File: src/rtl/sum_frame_packer_if.sv
// Summer-result capture inputs and framed byte-stream outputs of sum_frame_packer.
// slave = the packer itself, master = the environment driving it.
interface sum_frame_packer_if #(
    parameter int DEPTH = 4
);
    logic [16:0]              sum_in;
    logic                     sum_enable;
    logic [7:0]               out_data;
    logic                     out_valid;
    logic                     out_ready;
    logic                     overflow;
    logic                     clr_overflow;
    logic [$clog2(DEPTH):0]   fifo_count;

    modport slave (
        input  sum_in, sum_enable, out_ready, clr_overflow,
        output out_data, out_valid, overflow, fifo_count
    );

    modport master (
        output sum_in, sum_enable, out_ready, clr_overflow,
        input  out_data, out_valid, overflow, fifo_count
    );
endinterface

File: src/rtl/sum_frame_packer.sv
// Queues 17-bit summer results and streams each as a 5-byte {hdr|seq, sum, avg} frame; first byte valid 2 edges after strobe.
// Backpressure: out_data/out_valid hold until out_ready; a full queue drops new sums and sets sticky overflow.
module sum_frame_packer #(
    parameter int         DEPTH  = 4,
    parameter logic [3:0] HEADER = 4'hA
) (
    input logic               CLK,
    input logic               RST,
    sum_frame_packer_if.slave bus
);
    localparam int AW = $clog2(DEPTH);
    localparam int CW = AW + 1;

    typedef struct packed {
        logic [3:0]  seq;
        logic [16:0] sum;
    } entry_t;

    typedef enum logic {IDLE, SEND} state_t;

    entry_t          mem [DEPTH];
    logic [AW-1:0]   wr_ptr, rd_ptr;
    logic [CW-1:0]   count;
    logic [3:0]      seq;
    state_t          state;
    entry_t          frame;
    logic [2:0]      idx;
    logic [7:0]      out_data_q;
    logic            out_valid_q;
    logic            overflow_q;
    logic            hs, last_hs, pop, push, drop;

    function automatic logic [7:0] frame_byte(entry_t e, logic [2:0] i);
        logic [7:0] b;
        case (i)
            3'd0:    b = {HEADER, e.seq};
            3'd1:    b = {7'h00, e.sum[16]};
            3'd2:    b = e.sum[15:8];
            3'd3:    b = e.sum[7:0];
            default: b = (e.sum[16:15] != 2'b00) ? 8'hFF : e.sum[14:7];
        endcase
        return b;
    endfunction

    // The final-byte handshake pops the next entry in the same edge, so frames run back-to-back.
    always_comb begin
        hs      = (state == SEND) && bus.out_ready;
        last_hs = hs && (idx == 3'd4);
        pop     = (count != '0) && ((state == IDLE) || last_hs);
        push    = bus.sum_enable && ((count != CW'(DEPTH)) || pop);
        drop    = bus.sum_enable && !push;
    end

    always_ff @(posedge CLK) begin
        if (push) begin
            mem[wr_ptr] <= {seq, bus.sum_in};
        end
    end

    always_ff @(posedge CLK or negedge RST) begin
        if (!RST) begin
            wr_ptr     <= '0;
            rd_ptr     <= '0;
            count      <= '0;
            seq        <= '0;
            overflow_q <= 1'b0;
        end else begin
            if (push) begin
                wr_ptr <= wr_ptr + AW'(1);
                seq    <= seq + 4'd1;
            end
            if (pop) begin
                rd_ptr <= rd_ptr + AW'(1);
            end
            case ({push, pop})
                2'b10:   count <= count + CW'(1);
                2'b01:   count <= count - CW'(1);
                default: ;
            endcase
            // A drop in the same cycle as a clear keeps the flag set.
            if (drop) begin
                overflow_q <= 1'b1;
            end else if (bus.clr_overflow) begin
                overflow_q <= 1'b0;
            end
        end
    end

    always_ff @(posedge CLK or negedge RST) begin
        if (!RST) begin
            state       <= IDLE;
            frame       <= '0;
            idx         <= '0;
            out_data_q  <= '0;
            out_valid_q <= 1'b0;
        end else if (pop) begin
            frame       <= mem[rd_ptr];
            idx         <= '0;
            out_data_q  <= frame_byte(mem[rd_ptr], 3'd0);
            out_valid_q <= 1'b1;
            state       <= SEND;
        end else if (hs) begin
            if (idx != 3'd4) begin
                idx        <= idx + 3'd1;
                out_data_q <= frame_byte(frame, idx + 3'd1);
            end else begin
                state       <= IDLE;
                out_valid_q <= 1'b0;
                out_data_q  <= '0;
            end
        end
    end

    assign bus.out_data   = out_data_q;
    assign bus.out_valid  = out_valid_q;
    assign bus.overflow   = overflow_q;
    assign bus.fifo_count = count;
endmodule

File: src/flat_wrapper.sv
// flat-port wrapper written by rule: the top's interface ports become plain ports
module sum_frame_packer_flat 
#(
    parameter int         DEPTH  = 4,
    parameter logic [3:0] HEADER = 4'hA
)
  (CLK, RST, bus_sum_in, bus_sum_enable, bus_out_ready, bus_clr_overflow, bus_out_data, bus_out_valid, bus_overflow, bus_fifo_count);
  sum_frame_packer_if #(.DEPTH(DEPTH)) bus_i ();
  input logic CLK;
  input logic RST;
  input wire logic [$bits(bus_i.sum_in)-1:0] bus_sum_in;
  input wire logic [$bits(bus_i.sum_enable)-1:0] bus_sum_enable;
  input wire logic [$bits(bus_i.out_ready)-1:0] bus_out_ready;
  input wire logic [$bits(bus_i.clr_overflow)-1:0] bus_clr_overflow;
  output wire logic [$bits(bus_i.out_data)-1:0] bus_out_data;
  output wire logic [$bits(bus_i.out_valid)-1:0] bus_out_valid;
  output wire logic [$bits(bus_i.overflow)-1:0] bus_overflow;
  output wire logic [$bits(bus_i.fifo_count)-1:0] bus_fifo_count;
  assign bus_i.sum_in = bus_sum_in;
  assign bus_i.sum_enable = bus_sum_enable;
  assign bus_i.out_ready = bus_out_ready;
  assign bus_i.clr_overflow = bus_clr_overflow;
  assign bus_out_data = bus_i.out_data;
  assign bus_out_valid = bus_i.out_valid;
  assign bus_overflow = bus_i.overflow;
  assign bus_fifo_count = bus_i.fifo_count;
  sum_frame_packer #(.DEPTH(DEPTH), .HEADER(HEADER)) u_core (.CLK(CLK), .RST(RST), .bus(bus_i));
endmodule
File: config.mk
export PLATFORM = sky130hd
export DESIGN_NAME = sum_frame_packer_flat
export DESIGN_NICKNAME = d
export VERILOG_FILES = /design/src/rtl/sum_frame_packer_if.sv /design/src/rtl/sum_frame_packer.sv /design/src/flat_wrapper.sv
export SDC_FILE = /design/constraint.sdc
export NUM_CORES = 1
export LEC_CHECK = 0
export BUFFER_PORTS_ARGS = -buffer_cell sky130_fd_sc_hd__buf_2
export CORE_AREA = 5 5 101 103
export DETAILED_ROUTE_END_ITERATION = 8
export DIE_AREA = 0 0 106 108
export PLACE_DENSITY = 0.82
export SETUP_SLACK_MARGIN = 0.2
export SLEW_MARGIN = 10
export SYNTH_ARGS = -nofsm -noshare
export SYNTH_HDL_FRONTEND = slang
export SYNTH_SLANG_ARGS = --single-unit
File: constraint.sdc
create_clock -name CLK -period 2.77 [get_ports CLK]
set_input_delay 0.1385 -clock CLK [delete_from_list [all_inputs] [get_ports CLK]]
set_output_delay 0.1385 -clock CLK [all_outputs]
set_load 0.05 [all_outputs]
==> flow_summary_export.csv <==
group,metric,value,unit
yosys,netlist_top_cells_count,"84 x edfxtp_1, 64 x nand2_1, 45 x dfrtp_1, 21 x mux4_2, 13 x nor2_1",
die,rows,35,
yosys,yosysSeqAreaShare,0.679,
global_routing,track_usage,0.202,
clock_network,clockBufferDepth,2,
timing,setup_ws,301,ps
power,pwr-share-clk,0.276,
global_routing,met2_usage,0.331,
yosys,ys_seq_elements,129,
worst_setup_path,cp-start-kind,"flip-flop",
flow_run,maxCapViolations,0,
final_layout,finalNetCount,444,
power,net-switching-power,2.79,mW
global_routing,overflow,0,
die,start_util,0.590,
final_layout,nFillCells,558,
yosys,postSynth.asyncResetShare,0.349,
yosys,synth_top_cell_by_area,"edfxtp_1",
clock_network,cts.sinks,129,
power,vdd_drop_max,544,uV
global_routing,grt_max_degree,46,
route,drt_iter0_drc,209,
yosys,yosysMostFrequentCell,"edfxtp_1",
global_routing,use_met1,0.266,
global_routing,grt_pass1_vias,3222,
placed_design,hpwl,6720,um
worst_setup_path,cp_cell_sequence,"inv_1, ha_1, nand3_2, a21oi_2, nand2_1, fa_1, nor4_2, nand3b_1, o221ai_1",
worst_hold_path,hold_class,"primary input to flip-flop",
route,route.antenna.remaining_nets,0,
power,p_seq_frac,0.401,
final_layout,area_growth,19.7,%
worst_hold_path,hold_end,"u_core.bus.fifo_count[2]",
yosys,yosys-top-cells-area,"edfxtp_1 47%, dfrtp_1 21%, mux4_2 8.8%, nand2_1 4.5%, ha_1 2.6%",
die,die_y,108,um
timing,setup-violations-final,0,
clock_network,cts-buffers-inserted,17,
clock_network,clock-root-buffer,"clkbuf_8",
yosys,ys.flop_type,"edfxtp_1",
yosys,yosysUniqueCellTypes,50,
worst_hold_path,worstHoldStart,"bus_sum_enable",
worst_setup_path,cpMaxStageDelayCell,"dfrtp_1",
yosys,synthesis.nets,376,
global_routing,grt_pass1_wl,17100,um
global_routing,antenna_found_initial,0,
timing,worstMarginPinSlew,980,ps
worst_setup_path,critPathKind,"flip-flop to flip-flop",
yosys,syn_area_per_cell,15.7,um2
yosys,synth_edf_count,84,
worst_setup_path,critical_path_required,3150,ps
timing,max_slew_margin,0.346,
power,internal_power,4.95,mW
global_routing,gr-usage-met3,0.0531,
yosys,syn_area,5370,um2
route,via_per_inst,5.92,
final_layout,final_cell_area,6430,um2
worst_setup_path,rrSetupSlack,300,ps
power,p_per_area,1200,nW/um2
worst_setup_path,cp_slowest_stage_delay,450,ps
die,die_area,11400,um2
clock_network,clock_latency,520,ps
power,power_frac_comb,0.323,
yosys,yosys_warnings,0,
yosys,synth_top_area_frac,0.469,
worst_setup_path,reg2reg_from,"u_core.idx[0]",
timing,final-max-slew-violation-count,0,
final_layout,antenna-diode-count,0,
worst_hold_path,holdPathStages,3,
timing,fmax,405,MHz
worst_setup_path,r2r_cells,9,
global_routing,top_usage_layer,"met2",
final_layout,drive_gt1_frac,0.258,
route,post_drt_wl_per_cell,20.0,um
placed_design,pre_cts_slack,354,ps
clock_network,clk_pin_slew,60,ps
worst_setup_path,crit_path_end_kind,"flip-flop",
die,design.core.area,9110,um2
route,dr_total_vias,3159,
power,p_leak,2.57,nW
clock_network,htree_levels,4,
yosys,postSynthCellCount,342,
die,die_w,106,um
route,dr.pass1.iters,7,
route,drc,0,
worst_setup_path,arrival,2850,ps
route,routed_wl,10700,um
clock_network,cts_tree,"done",
timing,rsz0062_at_grt,"yes",
placed_design,gp_congestion,0.852,
placed_design,port_buffers,34,
worst_setup_path,reg2reg_to,"u_core.bus.fifo_count[2]",
timing,tns,0,ps
clock_network,post_cts_buffers,0,
power,sw_frac_of_total,0.360,
die,num_io_pins,35,
timing,finClkSkew,7.02,ps
timing,hold_viol_final,0,
worst_setup_path,cp_max_fo,6,
placed_design,place_area,5650,um2
timing,period_needed,2470,ps
timing,period_share,0.891,
outcome,status,"completed",
-- worst max-delay path: cells and delay by family, from the launching register on --
family          cells  cell delay, ps
fa+ha+maj           2             720
compound gates      2             310
simple gates        4             690
flops               1             450
buf+inv             1             150
-- area by class of cell --
class	instances	area, um2	share of cell area
Sequential cell	129	3650	0.567
Multi-Input combinational cell	190	1600	0.249
Timing Repair Buffer	63	438	0.0681
Clock buffer	17	414	0.0644
Clock inverter	15	159	0.0247
Tap cell	111	139	0.0216
Inverter	9	33.8	0.00525
-- cells in the final DEF, fill, tap and decap left out, types with 7 or more instances in the layout --
cell	count
buf_4	9
inv_6	7
nor2_1	13
dlygate4sd3_1	20
buf_2	34
inv_1	8
mux4_2	21
ha_1	11
edfxtp_1	84
and2_1	7
clkbuf_16	16
dfrtp_1	45
nand2_1	64
-- sequential cells by signal, indices dropped and copies added (netlist names), 2 cells and up --
register / flops
u_core.idx: 3
u_core.wr_ptr: 2
u_core.frame: 21
u_core.seq: 4
u_core.bus.fifo_count: 3
u_core.rd_ptr: 2
u_core.mem: 84
u_core.bus.out_data: 8
-- how the worst max path moves through the flow --
stage	slack [ps]	depth (start not counted)	startpoint	end
3_3_place_gp	490	9	u_core.idx[0]	u_core.bus.fifo_count[2]
6_report	300	9	u_core.idx[0]	u_core.bus.fifo_count[2]
2_1_floorplan	250	10	u_core.idx[0]	u_core.bus.fifo_count[2]
5_1_grt	150	6	u_core.idx[0]	u_core.mem[1][17]
3_5_place_dp	350	9	u_core.idx[0]	u_core.bus.fifo_count[2]
4_1_cts	310	9	u_core.idx[0]	u_core.bus.fifo_count[2]
-- repair_timing --
item                                    in CTS  in global routing
gates resized for setup                      0                  2
hold endpoints to repair                   114                  0
hold buffers                                20                  0
endpoints found under the setup margin       0                 86
-- kinds of logic (layout without fill, tap and decap cells) --
| kind of cell | Yosys count | in the layout | share of synthesized area |
|---|---|---|---|
| flops | 129 | 129 | 0.679 |
| buf+inv | 23 | 104 | 0.0247 |
| mux | 28 | 28 | 0.102 |
| xor+xnor | 8 | 8 | 0.0144 |
| compound gates | 42 | 42 | 0.0650 |
| simple gates | 100 | 100 | 0.0857 |
| fa+ha+maj | 12 | 12 | 0.0293 |
-- power by group through the flow --
stage / clock network [mW] / logic, mW / registers, mW
6_report: 2.14 / 2.50 / 3.10
5_1_grt: 2.26 / 2.71 / 3.16
4_1_cts: 2.17 / 2.50 / 3.10
3_5_place_dp: 0 / 2.44 / 3.12
3_3_place_gp: 0 / 2.36 / 3.07
2_1_floorplan: 0 / 1.71 / 3.24
-- metal layers --
layer	wire length (um)	vias up
met4	160	0
met3	615	14
met1	4480	1605
met5	0	-
li1	-	1426
met2	5430	114
-- per-stage QoR --
stage	instances	util	power, mW	hold WS, ps
after floorplan	342	-	4.95	-157
after global placement	482	0.620	5.43	336
after detailed placement	482	0.620	5.57	333
after CTS	534	0.705	7.77	26.3
after global routing	534	0.706	8.13	32.8
final	534	0.706	7.74	47.2
(Power assumes the default switching activity.)
